### config.mk
export PLATFORM = sky130hd
export DESIGN_NAME = moore_seq_ctrl
export DESIGN_NICKNAME = d
export VERILOG_FILES = /design/src/rtl/moore_seq_ctrl.sv
export SDC_FILE = /design/constraint.sdc
export NUM_CORES = 1
export LEC_CHECK = 0
export BUFFER_PORTS_ARGS = -buffer_cell sky130_fd_sc_hd__buf_4
export CAP_MARGIN = 10
export CELL_PAD_IN_SITES_DETAIL_PLACEMENT = 1
export CELL_PAD_IN_SITES_GLOBAL_PLACEMENT = 2
export CORE_MARGIN = 1.5
export CORE_UTILIZATION = 36
export CTS_BUF_LIST = sky130_fd_sc_hd__clkbuf_8
export CTS_CLUSTER_SIZE = 8
export DETAILED_ROUTE_END_ITERATION = 12
export PLACE_DENSITY_LB_ADDON = 0.1
export REMOVE_ABC_BUFFERS = 1
export SYNTH_ARGS = -nofsm -noshare
export SYNTH_HDL_FRONTEND = slang
export SYNTH_SLANG_ARGS = --single-unit
### constraint.sdc
create_clock -name clk -period 3.4 [get_ports clk]
set_input_delay 0.34 -clock clk [delete_from_list [all_inputs] [get_ports clk]]
set_output_delay 0.34 -clock clk [all_outputs]
set_load 0.05 [all_outputs]
### src/rtl/moore_seq_ctrl.sv
// Serialises words MSB-first into an external Moore detector and
// counts detector hits per word plus a saturating grand total.
//
// Ports:
//   clk, reset       clock, async active-low reset
//   in_valid/ready   word handshake (ready only in IDLE)
//   in_data/len/clr  word, bit count (0 or >DATA_W = DATA_W), clear
//   abort            cancel the word in progress (ignored in IDLE)
//   fsm_x/rst/z      serial bit, detector reset, detector output
//   busy, done       word in progress, completion pulse
//   hit_count        hits in the last completed word
//   total_hits       saturating hits over all completed words
module moore_seq_ctrl #(
  parameter int DATA_W = 8,
  parameter int TOT_W  = 8
) (
  input  logic              clk,
  input  logic              reset,
  input  logic              in_valid,
  output logic              in_ready,
  input  logic [DATA_W-1:0] in_data,
  input  logic [3:0]        in_len,
  input  logic              in_clr,
  input  logic              abort,
  output logic              fsm_x,
  output logic              fsm_rst,
  input  logic              fsm_z,
  output logic              busy,
  output logic              done,
  output logic [3:0]        hit_count,
  output logic [TOT_W-1:0]  total_hits
);

  localparam int CW = $clog2(DATA_W + 1);
  localparam logic [CW-1:0] FULL = CW'(DATA_W);
  localparam logic [CW-1:0] ONE = CW'(1);
  localparam logic [TOT_W-1:0] TMAX = '1;

  typedef enum logic [1:0] {
    IDLE,
    LOAD,
    SHIFT,
    DRAIN
  } state_t;

  state_t            state;
  logic [DATA_W-1:0] shreg;
  logic [CW-1:0]     bits;
  logic              first;
  logic [3:0]        wcnt;

  logic [CW-1:0]     eff_len;
  logic [3:0]        wnext;
  logic [TOT_W:0]    tsum;
  logic [TOT_W-1:0]  tnext;

  always_comb begin
    eff_len = FULL;
    if (in_len != 4'd0 && int'(in_len) <= DATA_W)
      eff_len = CW'(in_len);
  end

  // Word count including this cycle's z sample; held at 15 so
  // wide words cannot wrap the 4-bit count.
  always_comb begin
    wnext = wcnt;
    if (fsm_z && wcnt != 4'hF)
      wnext = wcnt + 4'd1;
  end

  always_comb begin
    tsum  = {1'b0, total_hits} + (TOT_W + 1)'(wnext);
    tnext = tsum[TOT_W] ? TMAX : tsum[TOT_W-1:0];
  end

  always_ff @(posedge clk or negedge reset) begin
    if (!reset) begin
      state      <= IDLE;
      shreg      <= '0;
      bits       <= '0;
      first      <= 1'b0;
      wcnt       <= 4'd0;
      fsm_x      <= 1'b0;
      fsm_rst    <= 1'b1;
      busy       <= 1'b0;
      done       <= 1'b0;
      in_ready   <= 1'b1;
      hit_count  <= 4'd0;
      total_hits <= '0;
    end else begin
      done    <= 1'b0;
      fsm_rst <= 1'b0;
      if (abort && state != IDLE) begin
        state    <= IDLE;
        fsm_x    <= 1'b0;
        busy     <= 1'b0;
        in_ready <= 1'b1;
      end else begin
        unique case (state)
          IDLE: begin
            if (in_valid && in_ready && !abort) begin
              shreg    <= in_data;
              bits     <= eff_len;
              wcnt     <= 4'd0;
              fsm_x    <= 1'b0;
              fsm_rst  <= in_clr;
              busy     <= 1'b1;
              in_ready <= 1'b0;
              state    <= LOAD;
            end
          end
          LOAD: begin
            fsm_x <= shreg[DATA_W-1];
            shreg <= shreg << 1;
            first <= 1'b1;
            state <= SHIFT;
          end
          SHIFT: begin
            // z in the first SHIFT cycle still reflects the
            // previous word's tail, so it is skipped.
            first <= 1'b0;
            if (!first)
              wcnt <= wnext;
            if (bits == ONE) begin
              fsm_x <= 1'b0;
              state <= DRAIN;
            end else begin
              fsm_x <= shreg[DATA_W-1];
              shreg <= shreg << 1;
              bits  <= bits - ONE;
            end
          end
          DRAIN: begin
            wcnt       <= wnext;
            hit_count  <= wnext;
            total_hits <= tnext;
            done       <= 1'b1;
            fsm_x      <= 1'b0;
            busy       <= 1'b0;
            in_ready   <= 1'b1;
            state      <= IDLE;
          end
          default: state <= IDLE;
        endcase
      end
    end
  end

endmodule
After elaboration in Yosys (flattened, before gate mapping)
Index checks and enable logic that the tools add are counted.
{"block": "totals", "reg_bits": 36, "in_bits": 18, "out_inout_bits": 17, "elab_cells": 79}
{"block": "classes", "addsub": 3, "order_cmp": 1, "eq_ne": 10, "n_mux": 31, "bitwise": 1, "reduce_logical": 21}
{"cell": "2-to-1 mux 4 bit", "n": 6}
{"cell": "2-to-1 mux 8 bit", "n": 3}
{"cell": "one-hot mux 8 bit (3 select lines)", "n": 1}
{"cell": "one-hot mux 4 bit (3 select lines)", "n": 1}
{"cell": "AND reduction 4 bit", "n": 3}
{"cell": "2-to-1 mux 1 bit", "n": 11}
{"cell": "adder 8 x 4 -> 9 bit", "n": 1}
{"cell": "nonzero test 3 bit", "n": 3}
{"cell": "one-hot mux 2 bit (4 select lines)", "n": 1}
{"cell": "one-hot mux 4 bit (2 select lines)", "n": 1}
{"cell": "AND reduction 2 bit", "n": 4}
{"cell": "2-to-1 mux 2 bit", "n": 3}
{"cell": "inequality test 2 bit (second input constant)", "n": 3}
{"cell": "inequality test 3 bit (second input constant)", "n": 2}
{"cell": "one-hot mux 1 bit (2 select lines)", "n": 3}
{"cell": "nonzero test 2 bit", "n": 3}
{"cell": "logical AND 1 bit", "n": 5}
{"cell": "adder 4 x 1 -> 4 bit (second input constant)", "n": 1}
{"cell": "== test 2 bit (second input constant)", "n": 2}
{"cell": "== test 4 x 1 -> 1 bit (second input constant)", "n": 1}
{"cell": "<= comparator 4 bit (second input constant)", "n": 1}
{"cell": "inequality test 4 bit (second input constant)", "n": 1}
{"cell": "one-hot mux 1 bit (4 select lines)", "n": 1}
{"cell": "nonzero test 4 bit", "n": 1}
{"cell": "other kinds (5)", "n": 5}

Depth between registers and ports, before layout
Gate-level depths: netlist of the first run.
{"block": "depth", "ltp_word": 5, "ltp_mapped": 11, "mapped_depth_nobuf": 11}

Least setup slack after synthesis of the first run
Ideal clock, no wire load.
{"block": "synth_path", "path_kind": "reg2reg", "start": "register wcnt[0]", "end": "register total_hits[5]", "setup_time_ps": 79, "arrival_time_ps": 2292, "t_required_ps": 3321, "slack_ps": 1029, "path_stages_with_launch": 11, "path_buffers": 0, "synth_period_minus_slack_ps": 2371, "cell_sequence": "dfrtp_1 ha_1 nand3_1 nand2_1 mux2i_1 inv_1 ha_1 a211oi_1 nor2_1 o21ai_0 mux2i_1"}
{"block": "synth_via", "elab_chain_cells": 5, "elab_cells_between_ends": 6, "cone_classes": "2 x add/sub; 1 x eq/ne; 2 x mux; 1 x reduce/logical"}
{"element": "start, declared", "line_no": "50", "source": "logic [3:0] wcnt;"}
{"element": "start signal, assigned", "line_no": "123", "source": "wcnt <= wnext;"}
{"element": "start signal, assigned", "line_no": "134", "source": "wcnt <= wnext;"}
{"element": "branches (longest 2 deep; another with adder 4 x 1 -> 4 bit)"}
{"element": "2-to-1 mux 4 bit *", "line_no": "67", "source": "if (fsm_z && wcnt != 4'hF)"}
{"element": "named net wnext[1]", "line_no": "53", "source": "logic [3:0] wnext;"}
{"element": "adder 8 x 4 -> 9 bit *", "line_no": "72", "source": "tsum = {1'b0, total_hits} + (TOT_W + 1)'(wnext);"}
{"element": "2-to-1 mux 8 bit *", "line_no": "73", "source": "tnext = tsum[TOT_W] ? TMAX : tsum[TOT_W-1:0];"}
{"element": "end signal, assigned", "line_no": "136", "source": "total_hits <= tnext;"}
{"element": "end, declared", "line_no": "31", "source": "output logic [TOT_W-1:0] total_hits"}
Mark *: on every way through the listed nets, which the timed path passes.
A chain may end at the register's enable or synchronous reset.

Final worst setup path of the first run
Same ends and word-level chain as after synthesis.

==> results of run 1 <==
[state kept, by name, summed over array words and instances (netlist names)]
signal,flops
in_ready,1
busy,1
wcnt,4
hit_count,4
done,1
fsm_rst,1
bits,4
fsm_x,1
state,2
first,1
total_hits,8
shreg,8
[metrics by stage]
step	utilization	std cells	total power, mW
after floorplan	-	210	1.42
after global placement	0.434	317	1.69
after detailed placement	0.434	317	1.71
after CTS	0.450	325	2.02
after global routing	0.450	325	2.15
final	0.450	325	1.99
[layout make-up]
class / count / area [sq um]
Clock buffer: 6 / 82.6
Clock inverter: 2 / 7.51
Fill cell: 651 / 3050
Inverter: 15 / 56.3
Multi-Input combinational cell: 159 / 1090
Sequential cell: 36 / 903
Tap cell: 72 / 90.1
Timing Repair Buffer: 35 / 263
[kinds of logic after synthesis]
family	synth area share
AND/OR/NAND/NOR	0.167
AO/OA/AOI/OAI	0.189
flip-flops	0.434
buffers and inverters	0.0415
multiplexers	0.0686
adder cells (fa/ha/maj)	0.0878
XOR/XNOR	0.0126
[worst max-delay path: cells and delay by family (launching register included)]
| kind | cells | cell delay, ns |
|---|---|---|
| AO/OA/AOI/OAI | 2 | 0.70 |
| multiplexers | 2 | 0.60 |
| adder cells (fa/ha/maj) | 2 | 0.52 |
| AND/OR/NAND/NOR | 3 | 0.38 |
| flip-flops | 1 | 0.44 |
| buffers and inverters | 1 | 0.09 |
[worst max path at each step]
| stage | to | cells past startpoint |
|---|---|---|
| 6_report | total_hits[5] | 10 |
| 5_1_grt | total_hits[5] | 10 |
| 4_1_cts | total_hits[5] | 10 |
| 3_5_place_dp | total_hits[5] | 10 |
| 3_3_place_gp | total_hits[5] | 10 |
| 2_1_floorplan | total_hits[5] | 10 |
[layer usage]
layer / GRT usage / up-vias / wire length (um)
li1: - / 839 / -
met1: 0.231 / 841 / 2370
met2: 0.263 / 24 / 2150
met3: 0.0379 / 6 / 150
met4: 0.0421 / 0 / 48
met5: 0 / - / 0
[power by group through the flow]
stage | clock network [mW] | registers [mW] | logic, mW
6_report | 0.308 | 0.695 | 0.982
4_1_cts | 0.323 | 0.697 | 1.00
3_3_place_gp | 0 | 0.701 | 0.991
5_1_grt | 0.338 | 0.717 | 1.09
3_5_place_dp | 0 | 0.705 | 1.00
2_1_floorplan | 0 | 0.848 | 0.573
[layout by cell type, fill, tap and decap left out, types with 3 or more instances in the layout]
| master | count |
|---|---|
| nand3_1 | 4 |
| o31ai_1 | 4 |
| mux2i_1 | 12 |
| nor2b_1 | 3 |
| nor2_1 | 23 |
| a21oi_1 | 19 |
| nand2b_1 | 4 |
| ha_1 | 13 |
| inv_1 | 17 |
| buf_4 | 35 |
| clkbuf_8 | 6 |
| xnor2_1 | 3 |
| dfrtp_1 | 34 |
| a31oi_1 | 3 |
| nor3b_1 | 3 |
| nand4_1 | 3 |
| o21ai_0 | 12 |
| nand2_1 | 19 |
==> run summary, run 1 <==
Final Cell Area = 2490 sq um
final RePlAce weighted congestion = 0.806
drt pass-1 iters = 3
clock-pin slew on the worst setup and hold paths = 0.07 ns
share of Yosys cell area claimed by the top area cell type = 0.409
Setup TNS = 0 ns
Setup crit end kind = register
startpoint types = register
DPL Wire Length = 3490 um
clock tree from TritonCTS = built
Synth Warn # = 0
maxcap violations = 0
Overflow after GRT = 0
first-pass GRT wire length = 8220 um
crit path max-delay cell type = a211oi_1
ys flop type = dfrtp_1
nets@finish = 284
initial antenna violation count = 0
Syn-to-layout area delta = 19.8%
DRT Wirelength = 4730 um
worst skew pair latency = 0.29 ns
pre-CTS setup slack = 0.590 ns
mapped cell area = 2080 sq um
Netlist cell types = 45
final hold violation count = 0
layout cell share with drive strength beyond 1 = 0.198
cell count after synthesis = 216
Total Routing Usage GR = 0.167
Ant. Diodes = 0
worst r2r path cells = 10
post-route DRC violation count = 0
Worst path max stage delay = 0.48 ns
Synth top cells by count = dfrtp_1, nor2_1, a21oi_1, nand2_1, inv_1
CTS resizes = 0
Internal Power = 1.11 mW
Cell Chain, Critical Path = ha_1, nand3_1, nand2_1, mux2i_1, inv_1, ha_1, a211oi_1, nor2_1, o21ai_0, mux2i_1
Sw Ratio = 0.439
pwr dens = 796 nW/um^2
Port Buf Inserts = 34
Setup Crit Path Kind = reg -> reg
CTS root buf = clkbuf_8
CTS Buf Count = 5
crit path DAT = 3.03 ns
combinational power share = 0.495
num rows = 27
Die Y = 79.0 um
Slew @ Worst Pin = 0.933 ns
unrepaired setup endpoints after global routing = no
Worst EP required = 3.61 ns
top cells by area, synth = dfrtp_1, ha_1, mux2i_1, a21oi_1, nor2_1
final setup margin = 0.578 ns
Yosys top cell by area = dfrtp_1
largest net degree at the start of global routing = 37
Worst R2R End = total_hits[5]
post-synthesis sequential area ratio = 0.434
fin crit period = 2.82 ns
Worst slew margin = 0.378
Post-CTS Hold Buffers = 0
CP Max Fanout = 6
CTS Buffer Depth = 2
Clk pwr share = 0.155
synthesized area per cell = 9.63 sq um
IR drop worst, VDD = 0.000334 V
Area after DPL = 2400 sq um
skew final = 0.00889 ns
Final Slew Violations = 0
CTS H-tree lvls = 2
Flop pwr share = 0.350
Die Width = 79.0 um
Period Utilization, post-route = 0.830
reg2reg start = wcnt[0]
Detail Route Antenna Nets = 0
#FFs+latches synth = 36
Die ar. = 6240 sq um
I/O pins = 35
number of global-route vias before repair = 1740
Initial Util = 0.376
Setup Buffers After CTS = 0
most common cell in the netlist = dfrtp_1
vias per cell = 5.26
Hold WC Path Type = in -> async
Post-synth EDFFs = 0
R2R Setup Slk = 0.58 ns
leakage power total = 1.17 nW
Psw = 0.871 mW
Max Fclk = 354 MHz
CP startpoint = wcnt[0]
asr flop ratio synth = 1.00
Final setup viols = 0
drt first-iter violations = 80
drt wl/cell = 14.5 um
via count = 1710
outcome = finished clean
Fin Hold WS = 0.00222 ns
core area = 5540 sq um
clk sink count = 36
No activity file was read; power rests on OpenSTA's default activity.
==> inputs of run 2 (changes only) <==
clock period = 2.8 ns   (was 3.4 ns; I/O delays follow)
==> run summary, run 2 (synthesized netlist as in run 1, its figures left out) <==
outcome = finished clean
final setup margin = 0.232 ns
Power, Total = 2.52 mW
M3 GR Usage = 0.0471
post-route DRC violation count = 0
Setup crit end kind = register
maxcap violations = 0
layout cell share with drive strength beyond 1 = 0.246
CTS H-tree lvls = 2
CTS Buf Count = 5
DPL Wire Length = 3540 um
vias per cell = 5.15
skew final = 0.00723 ns
num rows = 27
first-pass GRT wire length = 8510 um
met2 GRT Util = 0.266
most frequent cells in the layout = buf_4, dfrtp_1, nor2_1
Worst EP required = 3.04 ns
clk sink count = 36
Initial Util = 0.376
nets@finish = 291
Fin Hold WS = 0.232 ns
pre-CTS setup slack = 0.0973 ns
drt pass-1 iters = 4
via count = 1709
final hold violation count = 0
worst skew pair latency = 0.30 ns
Overflow after GRT = 0
Max Fclk = 389 MHz
drt wl/cell = 15.2 um
Regs by FF count = shreg x8, total_hits x8
Ant. Diodes = 0
Slew @ Worst Pin = 0.538 ns
final RePlAce weighted congestion = 0.810
grt met1 use = 0.243
Setup TNS = 0 ns
Hold WC Path Type = in -> reg
clock tree from TritonCTS = built
Final setup viols = 0
Post-Layout Cell Count = 332
Die Width = 79.0 um
dpl cells = 322
pwr dens = 975 nW/um^2
unrepaired setup endpoints after global routing = no
largest net degree at the start of global routing = 37
clock-pin slew on the worst setup and hold paths = 0.08 ns
IR drop worst, VDD = 0.000421 V
Die ar. = 6240 sq um
initial antenna violation count = 0
commonest non-fill, non-tap cell in the layout = buf_4
CTS root buf = clkbuf_8
Total Routing Usage GR = 0.174
Period Utilization, post-route = 0.917
FILL cells = 665
Port Buf Inserts = 34
Detail Route Antenna Nets = 0
I/O pins = 35
DRT Wirelength = 5040 um
GRT busiest layer = met2
core area = 5540 sq um
Setup Crit Path Kind = reg -> reg
startpoint types = register
Syn-to-layout area delta = 24.2%
Worst slew margin = 0.641
leakage power total = 1.20 nW
Die Y = 79.0 um
CP Max Fanout = 4
crit path DAT = 2.81 ns
drt first-iter violations = 40
CTS Buffer Depth = 2
Final Slew Violations = 0
number of global-route vias before repair = 1797
fin crit period = 2.57 ns
-- run 2: report_power, final --
part	internal [mW]	switching (mW)	leakage [nW]	total, mW
combinational	0.515	0.774	0.702	1.29
clock	0.196	0.196	0.0510	0.393
sequential	0.701	0.138	0.444	0.839
-- run 2: through the flow --
stage | instance area, sq um | utilization
final | 2580 | 0.467
after global routing | 2580 | 0.467
after CTS | 2540 | 0.459
after global placement | 2440 | 0.441
after detailed placement | 2440 | 0.441
after floorplan | 2050 | -
-- run 2: final timing paths --
kind	startpoint	end	slack [ns]	cells past startpoint
max reg2reg	wcnt[1]	total_hits[2]	0.23	11
max	wcnt[1]	total_hits[2]	0.23	11
min in group asynchronous	reset	bits[2]	0.49	2
min	in_data[0]	shreg[0]	0.23	3
min reg2reg	hit_count[1]	hit_count[1]	0.49	2
max in group asynchronous	reset	wcnt[0]	1.95	2
-- run 2: layout make-up --
class                   count  area (sq um)  share of cell area
well taps                  72          90.1              0.0348
repair buffers             42           318               0.123
clock buffers               6          82.6              0.0319
inverters                  15          56.3              0.0218
flip-flops and latches     36           905               0.350
multi-input cells         159          1120               0.435
clock inverters             2          10.0             0.00387
-- run 2: layer usage --
layer  up-vias  wire length [um]
met5         -                 0
met4         0                48
met3         6               185
met2        25              2250
met1       824              2560
li1        854                 -
-- run 2: timing repair --
action                                 CTS  global route
hold buffers                             1             0
endpoints found under the hold margin   34             0
gates resized for setup                  0             7
setup buffers                            0             1
setup endpoints to repair                0             8
-- run 2: critical path, cell delays in order (launching register included) --
cell      delay, ns
dfrtp_1        0.42
ha_1           0.22
nand3_1        0.12
nand2_2        0.14
xnor2_4        0.22
ha_2           0.21
inv_1          0.05
fa_1           0.40
nand2b_1       0.22
a211oi_2       0.30
o21ai_0        0.14
nand2_1        0.08
